===== config.mk =====
export PLATFORM = sky130hd
export DESIGN_NAME = tt_um_tdm_demux4
export DESIGN_NICKNAME = d
export VERILOG_FILES = /design/src/rtl/tt_um_tdm_demux4.sv
export SDC_FILE = /design/constraint.sdc
export NUM_CORES = 1
export LEC_CHECK = 0
export BUFFER_PORTS_ARGS = -buffer_cell sky130_fd_sc_hd__clkbuf_2
export CAP_MARGIN = 20
export CORE_AREA = 8 8 66 82
export CTS_BUF_LIST = sky130_fd_sc_hd__clkbuf_8
export DETAILED_ROUTE_END_ITERATION = 12
export DIE_AREA = 0 0 74 90
export PLACE_DENSITY_LB_ADDON = 0.2
export SYNTH_ARGS = -nofsm -noshare
export SYNTH_HDL_FRONTEND = slang
export SYNTH_SLANG_ARGS = --single-unit

===== constraint.sdc =====
create_clock -name clk -period 2.9 [get_ports clk]
set_input_delay 0 -clock clk [delete_from_list [all_inputs] [get_ports clk]]
set_output_delay 0 -clock clk [all_outputs]
set_load 0.03 [all_outputs]

===== src/rtl/tt_um_tdm_demux4.sv =====
// tt_um_tdm_demux4: 4-slot TDM nibble demultiplexer.
// A 2-bit slot counter steers incoming nibbles into shadow registers. The
// fourth nibble of a frame, together with the three shadows, loads all four
// channel output registers at once. A partial frame therefore never reaches
// the outputs.
// Optional feature: define TDM_SYNC_CHECK_EN to build a sticky sync-error
// flag on uo_out[5]. The flag sets when a sync strobe arrives mid-frame.
module tt_um_tdm_demux4 (
  input  logic       clk,
  input  logic       rst_n,
  input  logic       ena,
  input  logic [7:0] ui_in,
  output logic [7:0] uo_out,
  input  logic [7:0] uio_in,
  output logic [7:0] uio_out,
  output logic [7:0] uio_oe
);

  typedef enum logic [1:0] {
    SLOT0 = 2'd0,
    SLOT1 = 2'd1,
    SLOT2 = 2'd2,
    SLOT3 = 2'd3
  } slot_e;

  slot_e       slot_q, slot_d;
  logic [3:0]  shadow0, shadow1, shadow2;
  logic [3:0]  ch [4];
  logic [7:0]  frame_cnt;
  logic        frame_done;
  logic        err;

  logic [3:0]  nib;
  logic        sync;
  logic        strobe;
  logic [2:0]  wr_sh;
  logic        complete;

  logic        unused_bits;
  assign unused_bits = &{1'b0, uio_in};

  assign nib    = ui_in[3:0];
  assign sync   = ui_in[4];
  assign strobe = ena & ui_in[5];

  // Slot state register.
  // NOTE: sequential state uses non-blocking (<=) so every flop samples pre-edge values.
  always_ff @(posedge clk or negedge rst_n) begin
    if (!rst_n) slot_q <= SLOT0;
    else        slot_q <= slot_d;
  end

  // Next slot and write enables: sync restarts at slot 0; slot 3 completes the frame.
  // NOTE: every always_comb output gets a default first, so no path infers a latch.
  always_comb begin
    slot_d   = slot_q;
    wr_sh    = 3'b000;
    complete = 1'b0;
    if (strobe) begin
      if (sync) begin
        wr_sh[0] = 1'b1;
        slot_d   = SLOT1;
      end else begin
        unique case (slot_q)
          SLOT0: begin wr_sh[0] = 1'b1; slot_d = SLOT1; end
          SLOT1: begin wr_sh[1] = 1'b1; slot_d = SLOT2; end
          SLOT2: begin wr_sh[2] = 1'b1; slot_d = SLOT3; end
          SLOT3: begin complete = 1'b1; slot_d = SLOT0; end
          default: slot_d = SLOT0;
        endcase
      end
    end
  end

  // Shadow capture for slots 0..2. Slot 3 bypasses straight into the outputs.
  always_ff @(posedge clk or negedge rst_n) begin
    if (!rst_n) begin
      shadow0 <= 4'h0;
      shadow1 <= 4'h0;
      shadow2 <= 4'h0;
    end else begin
      if (wr_sh[0]) shadow0 <= nib;
      if (wr_sh[1]) shadow1 <= nib;
      if (wr_sh[2]) shadow2 <= nib;
    end
  end

  // Channel registers load as a group on frame completion.
  // NOTE: this 4-entry register file is reset because outputs must read 0 out of reset.
  always_ff @(posedge clk or negedge rst_n) begin
    if (!rst_n) begin
      for (int i = 0; i < 4; i++) ch[i] <= 4'h0;
    end else if (complete) begin
      ch[0] <= shadow0;
      ch[1] <= shadow1;
      ch[2] <= shadow2;
      ch[3] <= nib;
    end
  end

  // Frame counter wraps naturally at 8 bits. frame_done is a one-cycle pulse.
  always_ff @(posedge clk or negedge rst_n) begin
    if (!rst_n) begin
      frame_cnt  <= 8'h00;
      frame_done <= 1'b0;
    end else begin
      frame_done <= complete;
      if (complete) frame_cnt <= frame_cnt + 8'd1;
    end
  end

`ifdef TDM_SYNC_CHECK_EN
  logic realign;
  assign realign = strobe & sync & (slot_q != SLOT0);

  // Sticky error flag: set by any mid-frame sync realignment, cleared only by reset.
  always_ff @(posedge clk or negedge rst_n) begin
    if (!rst_n)       err <= 1'b0;
    else if (realign) err <= 1'b1;
  end
`else
  assign err = 1'b0;
`endif

  logic [3:0] sel_nib;

  // Zero-latency read mux over the channel registers.
  always_comb begin
    sel_nib = 4'h0;
    unique case (ui_in[7:6])
      2'd0: sel_nib = ch[0];
      2'd1: sel_nib = ch[1];
      2'd2: sel_nib = ch[2];
      2'd3: sel_nib = ch[3];
      default: sel_nib = 4'h0;
    endcase
  end

  assign uo_out  = {slot_q, err, frame_done, sel_nib};
  assign uio_out = frame_cnt;
  assign uio_oe  = 8'hFF;

endmodule


Yosys cells after proc, flatten, opt, wreduce, memory -nomap -nowiden. Cells that the tools add are included.

Register bits after elaboration: 39. Bits in latches: 0. Bits in writable memories: 0. Memory bits (read-only): 0. Input bits: 19. Output and inout bits: 24. Word-level logic and storage cells: 32. Memories: 0.

Add/sub/neg operators: 1. Multipliers: 0. Divide/modulo/power cells: 0. Order comparisons: 0. Eq/ne operators: 6. Shift-type cells: 0. Muxes and demuxes: 12. Bitwise operators: 1. Reductions and logical operators: 2.

Operators with widths (number): $pmux 4 s4 (1); $add 8x1->8 const B (1); $eq 2x2->1 const B (4); $pmux 2 s4 (1); $mux 1 (7); $eq 2x1->1 const B (2); $logic_not 2->1 (2); $mux 2 (2); $mux 3 (1); $and 1x1->1 (1).

Depth between registers and ports, before layout. Gate-level depths: netlist (run 1).

Word-level depth: 4. Depth in mapped cells: 6. Depth with buffers taken out: 5.

Least setup slack after synthesis (run 1). Ideal clock, no wire load.

Path kind: register -> register. Start: reg slot_q[0]. End: reg shadow0[0]. Setup time: 0.125 ns. Arrival time: 1.516 ns. Data required time: 2.775 ns. Slack: 1.259 ns. Stages on the path, launching flop included: 5. Buffers on the path: 0. Clock period less this slack: 1.641 ns. Path through: dfrtp_1 > inv_1 > ha_1 > o211ai_1 > mux2_2.

Word-level cells in the longest chain between the ends: 4.

RTL lines: from (decl) (RTL line 26) `slot_e slot_q, slot_d;`; from (signal assigned) (RTL line 50) `else slot_q <= slot_d;`; $logic_not 2->1 (RTL line 64) `unique case (slot_q)`; $mux 1 (RTL line 64); $mux 1 (RTL line 60) `if (sync) begin`; $mux 3 (RTL line 59) `if (strobe) begin`; to (signal assigned) (RTL line 82) `if (wr_sh[0]) shadow0 <= nib;`; to (decl) (RTL line 27) `logic [3:0] shadow0, shadow1, shadow2;`.

No other way between the ends. A chain may end at the register's enable or synchronous reset.

Worst setup path after layout (run 1).
Start: reg slot_q[0]. End: reg frame_cnt[4] (netlist: uio_out[4]).

Word-level cells in the longest chain between the ends: 4.

RTL lines: $eq 2x2->1 (RTL line 64); $mux 1 (RTL line 64); $mux 1 (RTL line 60); $mux 1 (RTL line 59); to (signal assigned) (RTL line 108) `if (complete) frame_cnt <= frame_cnt + 8'd1;`; to (decl) (RTL line 29) `logic [7:0] frame_cnt;`.

No other way between the ends.

==> impl_metrics.json, run 1 <==
{
  "outcome": "completed",
  "avgSynthCellArea_um2": 11.5,
  "grt_pass1_vias": 1342,
  "die_x_um": 74,
  "cp_max_fo": 23,
  "grt_max_degree": 40,
  "hp-start": "ui_in[4]",
  "io_buffers": 25,
  "cts_sinks": 39,
  "drtIter0Drc": 62,
  "wl_um": 3370,
  "finalCriticalPeriod_ps": 1890,
  "cp.required_ps": 3070,
  "synthesis.instances": 158,
  "drive_above_1_share": 0.291,
  "postSynth.asyncResetShare": 1.00,
  "pwr-share-comb": 0.243,
  "seq_power_share": 0.464,
  "max-clock-path-buffers": 2,
  "cts-root-buf": "clkbuf_8",
  "clk_latency_ps": 280,
  "cts_made_buffers": 5,
  "ctsResizeCount": 0,
  "final_nets": 212,
  "postCtsSetupRepairBufs": 0,
  "final_cells": 247,
  "power_mw": 1.77,
  "path_class": "reg -> reg",
  "final_area_um2": 2120,
  "grt_usage": 0.115,
  "finalSetupViolCount": 0,
  "start_util": 0.432,
  "dominantRegCellSynth": "dfrtp_1",
  "hold_path_depth": 3,
  "r2r-start": "slot_q[0]",
  "hold_viol_final": 0,
  "irDropWorstVdd_mv": 0.410,
  "dp_hpwl_um": 2450,
  "p_leak_nw": 1.12,
  "grt_pass1_wl_um": 6100,
  "gp_congestion": 0.669,
  "ys_seq_elements": 39,
  "power.internal_mw": 1.24,
  "cp-end-kind": "register",
  "max_freq_mhz": 528,
  "coreArea_um2": 4220,
  "rsz0062_at_grt": "no",
  "synth_edf_count": 0,
  "htreeDepth": 2,
  "routed-via-count": 1160,
  "worstMarginPinSlew_ps": 934,
  "maxSlewViolCount": 0,
  "p_sw_frac": 0.300,
  "synth-seq-area-share": 0.535,
  "slew_headroom": 0.377,
  "cap_violations": 0,
  "power.density_nw_per_um2": 835,
  "viasPerCell": 4.70,
  "io_pins": 43,
  "synthToLayoutAreaGrowth_pct": 16.3,
  "pre_cts_slack_ps": 1010,
  "synth.top_cell.area_share": 0.535,
  "p_clk_frac": 0.294,
  "drcViolationCount": 0,
  "finalClockSkew_ps": 9.61,
  "antenna_found_initial": 0,
  "grt-ovfl-total": 0,
  "worst_slack_ps": 1010,
  "ant_nets": 0,
  "arrival_ps": 2060,
  "cp-start-kind": "register",
  "yosysWarnings": 0,
  "die_h_um": 90,
  "ctsHoldBuffers": 5,
  "placed_cells": 234,
  "placed_area_um2": 1940,
  "dieArea_um2": 6660,
  "syn_area_um2": 1820,
  "worstHoldPathType": "in -> reg",
  "fp-row-count": 27,
  "yosysTopAreaCell": "dfrtp_1",
  "n_antenna_cell": 0,
  "r2r_cells": 5,
  "reg2reg_slack_ps": 1010,
  "hold-path-endpoint": "slot_q[0]",
  "synth_area_leaders": "dfrtp_1 (53%), nand2_1 (12%), mux2_2 (7.4%)",
  "setup_tns_ps": 0,
  "synth.distinct_cells": 25,
  "avgRoutedWirePerCell_um": 13.7,
  "cts.reportedPaths.clkPinSlew_ps": 70,
  "synth_common_cells": "nand2_1 (56), dfrtp_1 (39), mux2_2 (12)",
  "r2r_end": "uio_out[4]",
  "min_period_over_period": 0.652,
  "p_switching_mw": 0.532,
  "synth.most_common_cell": "nand2_1",
  "cts_tree": "done",
  "firstDrtPassIters": 4
}
area by class of cell:
type / instances / area (um^2)
fillers: 399 / 2100
flip-flops and latches: 39 / 976
multi-input cells: 108 / 749
repair buffers: 30 / 175
well taps: 58 / 72.6
clock buffers: 5 / 68.8
clock inverters: 3 / 63.8
inverters: 4 / 15.0
metrics by stage:
stage | util | hold WS, ps
floorplan | - | -296
global placement | 0.459 | 176
detailed placement | 0.459 | 201
CTS | 0.502 | 30.6
global route | 0.502 | 87.8
finish | 0.502 | 37.6
logic make-up after synthesis:
family                   after synthesis  share of synthesized area
AO/OA/AOI/OAI                          4                     0.0123
XOR/XNOR                               7                     0.0377
adder cells (fa/ha/maj)                5                     0.0343
buffers and inverters                 18                     0.0686
flip-flops                            39                      0.535
multiplexers                          16                      0.123
other                                  2                    0.00412
AND/OR/NAND/NOR                       67                      0.184
worst max-delay path, cell delays in order, from the launching register on:
cell      delay [ps]
dfrtp_1          420
ha_1             230
nand4b_4         380
inv_2            450
nand4_4          150
xnor2_2          150
power groups by stage:
stage / combinational (mW) / sequential, mW / clock [mW]
final: 0.430 / 0.821 / 0.520
after CTS: 0.439 / 0.821 / 0.534
after global routing: 0.481 / 0.845 / 0.555
after floorplan: 0.293 / 0.850 / 0
after detailed placement: 0.432 / 0.832 / 0
after global placement: 0.416 / 0.820 / 0
how the worst max path moves through the flow:
stage / from / endpoint / slack (ps) / cells past startpoint
6_report: slot_q[0] / uio_out[4] / 1010 / 5
5_1_grt: slot_q[0] / uio_out[4] / 860 / 5
4_1_cts: slot_q[1] / uio_out[4] / 1000 / 5
3_5_place_dp: slot_q[1] / uio_out[4] / 1010 / 5
3_3_place_gp: slot_q[0] / uio_out[4] / 1070 / 5
2_1_floorplan: slot_q[0] / shadow0[0] / 1260 / 4
metal layers:
layer	share of wire	vias up	GRT usage
met4	0.021	0	0.0518
met1	0.43	576	0.135
met2	0.51	26	0.189
met3	0.041	7	0.0256
met5	0	-	0
li1	-	551	-
registers in the layout, indices dropped and copies added, names as in the netlist:
register / count
ch: 16
uio_out: 8
shadow0: 4
shadow1: 4
shadow2: 4
slot_q: 2
frame_done: 1
layout by cell type, fill, tap and decap left out, drive strengths merged:
master	instances
nand2	56
dfrtp	39
clkbuf	30
mux2	12
conb	9
ha	5
dlygate4sd3	5
inv	5
mux4	4
xnor2	4
xor2	3
o21ai	3
nand4b	3
nor3	2
bufinv	2
nand3	2
nand4	1
nor2	1
o211ai	1
nor4	1
nand2b	1
(Power assumes the default switching activity.)
==> inputs of run 2 (changes only) <==
- clock period: 2.9 -> 1.7 ns (I/O delays scaled with it)
==> impl_metrics.json, run 2 (synthesis results as in run 1) <==
{
  "max_freq_mhz": 662,
  "grt_max_degree": 40,
  "cts-root-buf": "clkbuf_8",
  "hp-start": "ui_in[4]",
  "cts_made_buffers": 5,
  "cp.required_ps": 1880,
  "arrival_ps": 1690,
  "start_util": 0.432,
  "pre_cts_slack_ps": 195,
  "clk_latency_ps": 290,
  "drive_above_1_share": 0.311,
  "finalSetupViolCount": 0,
  "worstHoldPathType": "in -> reg",
  "hold_viol_final": 0,
  "cp-start-kind": "register",
  "io_buffers": 25,
  "grt-ovfl-total": 0,
  "wl_um": 3510,
  "postCtsSetupRepairBufs": 0,
  "r2r_end": "shadow0[1]",
  "setup_tns_ps": 0,
  "grt_pass1_vias": 1269,
  "grt_usage": 0.116,
  "hold-path-endpoint": "slot_q[0]",
  "maxSlewViolCount": 0,
  "cp-end-kind": "register",
  "reg2reg_slack_ps": 190,
  "min_period_over_period": 0.889,
  "finalClockSkew_ps": 6.22,
  "cts_sinks": 39,
  "ctsResizeCount": 0,
  "final_nets": 216,
  "n_antenna_cell": 0,
  "path_class": "reg -> reg",
  "cp_max_fo": 6,
  "final_cell_mix": "nand2_1 (56), dfrtp_1 (39), clkbuf_2 (25)",
  "die_h_um": 90,
  "dieArea_um2": 6660,
  "max-clock-path-buffers": 2,
  "r2r_cells": 5,
  "p_leak_nw": 1.13,
  "power.density_nw_per_um2": 1380,
  "cts.reportedPaths.clkPinSlew_ps": 70,
  "largest_register_ffs": 16,
  "fin_hold_ws_ps": 38.3,
  "drcViolationCount": 0,
  "viasPerCell": 4.58,
  "post-route-util": 0.506,
  "grt_pass1_wl_um": 5960,
  "antenna_found_initial": 0,
  "ant_nets": 0,
  "die_x_um": 74,
  "fp-row-count": 27,
  "cts_tree": "done",
  "gp_congestion": 0.730,
  "ctsHoldBuffers": 5,
  "worst_slack_ps": 188,
  "r2r-start": "slot_q[0]",
  "irDropWorstVdd_mv": 0.626,
  "firstDrtPassIters": 4,
  "final_common_cell": "nand2_1",
  "htreeDepth": 2,
  "power_mw": 2.94,
  "dp_hpwl_um": 2560,
  "io_pins": 43,
  "routed-via-count": 1150,
  "synthToLayoutAreaGrowth_pct": 17.1,
  "rsz0062_at_grt": "no",
  "drtIter0Drc": 39,
  "cap_violations": 0,
  "finalCriticalPeriod_ps": 1510,
  "avgRoutedWirePerCell_um": 14.0,
  "outcome": "completed",
  "hold_path_depth": 3,
  "coreArea_um2": 4220,
  "regMostFlops": "ch"
}
==> run 2: cell types whose count changed in the layout (fill, tap and decap cells not counted) <==
cell and delta:
buf_4 +4, bufinv_16 -1, clkbuf_8 +1, clkinv_2 +1, inv_1 -1
==> run 2: layer usage <==
metal  up-vias  track usage  routed length [um]
met5         -            0                   0
met1       559        0.134                1520
met2        22        0.188                1780
li1        564            -                   -
met4         0       0.0502                  57
met3         5       0.0367                 158
==> run 2: cell type report <==
cell class	instances	area (um^2)
clock inverters	2	35.0
repair buffers	34	205
well taps	58	72.6
multi-input cells	108	749
clock buffers	6	82.6
inverters	4	15.0
flip-flops and latches	39	976
fillers	402	2090
==> run 2: critical path, cell delays in order, from the launching register on <==
cell	delay (ps)
dfrtp_1	440
inv_1	100
ha_1	210
o211ai_1	150
buf_4	170
mux2_2	340
==> run 2: through the flow <==
stage	cell area [um^2]	cells
finish	2140	251
global route	2140	251
CTS	2140	251
detailed placement	1970	238
global placement	1970	238
floorplan	1850	165
==> run 2: where the power goes <==
part / internal, mW / switching [mW] / total [mW]
registers: 1.22 / 0.183 / 1.41
logic: 0.318 / 0.430 / 0.748
clock network: 0.475 / 0.315 / 0.789
==> run 2: worst max-delay path by stage <==
stage,startpoint,endpoint,slack (ps),depth (start not counted)
2_1_floorplan,slot_q[0],shadow0[0],60,4
3_3_place_gp,slot_q[0],shadow0[2],250,5
3_5_place_dp,slot_q[0],shadow0[1],200,5
4_1_cts,slot_q[0],shadow0[1],180,5
5_1_grt,slot_q[0],ch[8],70,6
6_report,slot_q[0],shadow0[1],190,5
